## src/rtl/run_control_fsm.sv

```systemverilog
// run_control_fsm: debounced RUN/HALT/STEP control generating the CPU clock enable
module run_control_fsm #(
  parameter int DB_CYCLES = 1000000,
  parameter int RUN_DIV   = 1,
  parameter int CNT_W     = 16
) (
  input  logic             clk,
  input  logic             rstn,
  input  logic             ebreak_i,
  input  logic             btn_mode,
  input  logic             btn_step,
  output logic             cpu_ce,
  output logic             halted,
  output logic [1:0]       state_o,
  output logic [1:0]       halt_cause,
  output logic [CNT_W-1:0] ce_count
);
  localparam int DBW = $clog2(DB_CYCLES + 1);
  localparam logic [DBW-1:0] DB_LAST = DBW'(DB_CYCLES - 1);
  localparam logic [15:0] DIV_LAST = 16'(RUN_DIV - 1);
  typedef enum logic [1:0] {RUN = 2'b00, HALT = 2'b01, STEP = 2'b10} state_t;
  state_t state, state_n;
  logic [15:0] div, div_n;
  logic [1:0] cause_n;
  logic [1:0] btn, s1, s2, db, pulse;
  logic [DBW-1:0] cnt [2];
  logic mode_p, step_p;
  assign btn = {btn_step, btn_mode};
  assign mode_p = pulse[0];
  assign step_p = pulse[1];
  assign halted = state == HALT;
  assign state_o = state;
  // synchronize each button, accept a new level after DB_CYCLES equal samples, pulse on accepted rise
  always_ff @(posedge clk or negedge rstn)
    if (!rstn) begin
      s1 <= '0;
      s2 <= '0;
      db <= '0;
      pulse <= '0;
      for (int i = 0; i < 2; i++) cnt[i] <= '0;
    end else begin
      s1 <= btn;
      s2 <= s1;
      for (int i = 0; i < 2; i++) begin
        pulse[i] <= 1'b0;
        if (s2[i] == db[i]) cnt[i] <= '0;
        else if (cnt[i] == DB_LAST) begin
          cnt[i] <= '0;
          db[i] <= s2[i];
          pulse[i] <= s2[i];
        end else cnt[i] <= cnt[i] + DBW'(1);
      end
    end
  // state and divider registers
  always_ff @(posedge clk or negedge rstn)
    if (!rstn) begin
      state <= RUN;
      div <= '0;
    end else begin
      state <= state_n;
      div <= div_n;
    end
  // next state: ebreak beats the mode button in RUN, mode beats step in HALT, STEP lasts one cycle
  always_comb begin
    state_n = state;
    cause_n = halt_cause;
    case (state)
      RUN:
        if (cpu_ce && ebreak_i) begin
          state_n = HALT;
          cause_n = 2'b10;
        end else if (mode_p) begin
          state_n = HALT;
          cause_n = 2'b01;
        end
      HALT:
        if (mode_p) begin
          state_n = RUN;
          cause_n = 2'b00;
        end else if (step_p) state_n = STEP;
      STEP: state_n = HALT;
      default: state_n = RUN;
    endcase
    div_n = (state_n == RUN && state == RUN) ? (div == DIV_LAST ? 16'd0 : div + 16'd1) : 16'd0;
  end
  // registered outputs: cpu_ce precomputed from the next state and divider so it is glitch free
  always_ff @(posedge clk or negedge rstn)
    if (!rstn) begin
      cpu_ce <= 1'b0;
      halt_cause <= 2'b00;
      ce_count <= '0;
    end else begin
      cpu_ce <= state_n == RUN ? div_n == DIV_LAST : state_n == STEP;
      halt_cause <= cause_n;
      ce_count <= ce_count + CNT_W'(cpu_ce);
    end
endmodule

```

## config.mk

```make
export PLATFORM = sky130hd
export DESIGN_NAME = run_control_fsm
export DESIGN_NICKNAME = d
export VERILOG_FILES = /design/src/rtl/run_control_fsm.sv
export SDC_FILE = /design/constraint.sdc
export NUM_CORES = 1
export LEC_CHECK = 0
export CAP_MARGIN = 5
export CORE_MARGIN = 2
export CORE_UTILIZATION = 50
export CTS_CLUSTER_SIZE = 40
export DETAILED_ROUTE_END_ITERATION = 8
export PLACE_DENSITY = 0.72
export SETUP_SLACK_MARGIN = 0.05
export SLEW_MARGIN = 5
export SYNTH_ARGS = -nofsm -noshare
export SYNTH_HDL_FRONTEND = slang
export SYNTH_SLANG_ARGS = --single-unit
```

## constraint.sdc

```tcl
create_clock -name clk -period 1.66 [get_ports clk]
set_input_delay 0.332 -clock clk [delete_from_list [all_inputs] [get_ports clk]]
set_output_delay 0.332 -clock clk [all_outputs]
set_load 0.05 [all_outputs]
```

==> results.json <==
{
  "run_status": "finished, violations left",
  "violations": "negative setup slack",
  "powerDensity_mw_per_mm2": 794,
  "cts_tree": "built",
  "tns_ns": -5.78,
  "top_regs": "cnt: 40 flops, ce_count: 16 flops, div: 16 flops",
  "fp-row-count": 32,
  "cp.arrival_ns": 2.08,
  "placeableCoreArea_mm2": 0.00781,
  "fin_worst_skew_ns": 0.00456,
  "p_clk_share_pct": 36.1,
  "start_util_pct": 52.2,
  "area_growth_pct": 39.7,
  "syn_area_per_cell_um2": 10.3,
  "async_reset_ff_share_pct": 100,
  "drv_cap": 0,
  "pre_cts_ws_ns": -0.162,
  "end_kind": "flop",
  "p_sw_mw": 1.25,
  "antenna_found_initial": 0,
  "p_leak_nw": 2.48,
  "hold_viol_final": 0,
  "die_h_um": 94.3,
  "power.total_mw": 4.52,
  "crit_fanout": 5,
  "worst_path_max_delay_cell": "or4b_4",
  "largest_reg_flops": 40,
  "synthTopCellsByCount": "dfrtp_1, nor2_1, xnor2_1, nand3_1, xor2_1",
  "root_buffer": "clkbuf_8",
  "ctsLongestPathBuffers": 2,
  "die-area_mm2": 0.00890,
  "drv_slew": 0,
  "setup_slack_ns": -0.164,
  "whs_ns": 0.358,
  "syn_area_mm2": 0.00408,
  "worst-setup-path-type": "reg2reg",
  "num_io_pins": 27,
  "seqPwrFrac_pct": 49.8,
  "antenna_cells": 0,
  "via_per_inst": 5.46,
  "yosysTopAreaCell": "dfrtp_1",
  "start_kind": "flop",
  "drive_gt1_share_pct": 39.0,
  "min_period_ns": 1.82,
  "synth_top_area_share_pct": 52.1,
  "yosysSeqAreaShare_pct": 52.1,
  "fin_crit_sh_pct": 110,
  "ys_ff_latch": 85,
  "finalWirelength_mm": 9.50,
  "path_cells": "or4b_4, nor3_2, nand4_1, nand2b_1, buf_6, clkbuf_16, nor2_2",
  "netlist_instances": 395,
  "synth_cell_types": 48,
  "finalSetupViolCount": 43,
  "grt_max_degree": 36,
  "worst_slew_pin_slew_ns": 0.809,
  "dr.pass1.iters": 4,
  "die_w_um": 94.3,
  "cts-htree-levels": 3,
  "drt_iter0_drc": 164,
  "vias": 3289,
  "max_freq_mhz": 548,
  "yosysWarnings": 0,
  "top_register": "cnt",
  "pwr-share-comb_pct": 14.1,
  "fin_nets": 506,
  "critPathMaxStageDelay_ns": 0.54,
  "grt_pass1_vias": 3277,
  "cts_made_buffers": 9,
  "port_buffers": 26,
  "post-synth-top-count-cell": "dfrtp_1",
  "syn_nets": 406,
  "clkTransAtPathRegs_ns": 0.08,
  "hp-class": "reg2reg",
  "detail-route-antenna-nets": 0,
  "p_sw_share_pct": 27.5,
  "cts_sinks": 85,
  "grt.overflow.total": 0,
  "grt_pass1_wl_mm": 15.3,
  "relSlewSlack_pct": 46.0,
  "synth_edf_count": 0,
  "synthFlopType": "dfrtp_1",
  "crit_required_ns": 1.91,
  "post-route-drc-count": 0,
  "detail_route.wl_per_cell_um": 15.8,
  "clk_latency_ns": 0.36,
  "dpl.hpwl_mm": 5.88,
  "grt_setup_unrepaired": "true",
  "synth_area_leaders": "dfrtp_1, xnor2_1, xor2_1, nor2_1, nand3_1",
  "gp_congestion": 0.867,
  "gr-usage-all-layers_pct": 21.7,
  "p_int_mw": 3.28,
  "ir_worst_vdd_uv": 468
}
## critical path: cells and delay by family, from the launching register on
family | cells | cell delay (ns)
DFF | 1 | 0.38
and+or+nand+nor | 5 | 1.04
buffers and inverters | 2 | 0.30
## repair_timing
action                     4_1_cts  5_1_grt
cloned                           5        2
hold buffers                     1        0
resized for setup               33       61
setup endpoints to repair       46       64
pin swaps                       14       19
buffers inserted                10        8
hold endpoints to repair        27        0
## per-layer routing
metal	GRT usage [%]	vias to the layer above	part of all wire, %
li1	-	1584	-
met1	28.0	1619	43
met2	37.6	69	52
met3	4.90	17	3.5
met4	5.19	0	1.4
met5	0	-	0
## layout by cell type, fill, tap and decap left out, types with 6 or more instances in the layout
master     n
nand4_1   19
and4_1     6
buf_6      9
nand3_1   29
buf_12     8
nor2_2    22
nor2_4     9
dfrtp_1   72
nor2_1    38
buf_4     75
and3_1    10
dfrtp_2   13
clkbuf_8  10
xnor2_1   33
xor2_1    30
nand2_1   18
inv_1      6
nor3_1     6
## worst paths after layout
path | start | end | cells past startpoint | slack [ns]
max | cnt[32] | cnt[30] | 7 | -0.16
min | s1[1] | s2[1] | 0 | 0.36
max reg2reg | cnt[32] | cnt[30] | 7 | -0.16
min reg2reg | s1[1] | s2[1] | 0 | 0.36
max in group asynchronous | rstn | s1[1] | 3 | 0.63
min in group asynchronous | rstn | ce_count[12] | 2 | 0.43
## per-stage QoR
stage	util (%)	cells	instance area (um^2)
floorplan	-	395	4140
global placement	62.2	560	4850
detailed placement	62.2	560	4850
CTS	68.6	592	5350
global route	73.0	602	5700
finish	73.0	602	5700
## kinds of logic (layout without fill, tap and decap cells)
| kind of cell | after synthesis | in the layout | synth area share [%] |
|---|---|---|---|
| DFF | 85 | 85 | 52.1 |
| and+or+nand+nor | 200 | 203 | 25.9 |
| adders and majority gates | 6 | 6 | 1.84 |
| AOI/OAI and AO/OA | 17 | 17 | 3.04 |
| buffers and inverters | 20 | 122 | 2.58 |
| muxes | 2 | 2 | 0.552 |
| xor gates and xnor gates | 65 | 65 | 14.0 |
## cell type report
type | count | area (um^2)
Clock buffer | 10 | 138
Clock inverter | 6 | 86.3
Fill cell | 501 | 2110
Inverter | 7 | 26.3
Multi-Input combinational cell | 293 | 2230
Sequential cell | 85 | 2140
Tap cell | 102 | 128
Timing Repair Buffer | 99 | 945
## power groups by stage
| stage | sequential (mW) | combinational (mW) | clock (mW) |
|---|---|---|---|
| after global routing | 2.27 | 0.679 | 1.76 |
| final | 2.26 | 0.637 | 1.63 |
| after CTS | 2.25 | 0.620 | 1.66 |
| after detailed placement | 2.30 | 0.569 | 0 |
| after floorplan | 2.51 | 0.114 | 0 |
| after global placement | 2.29 | 0.561 | 0 |
(Power assumes the default switching activity.)
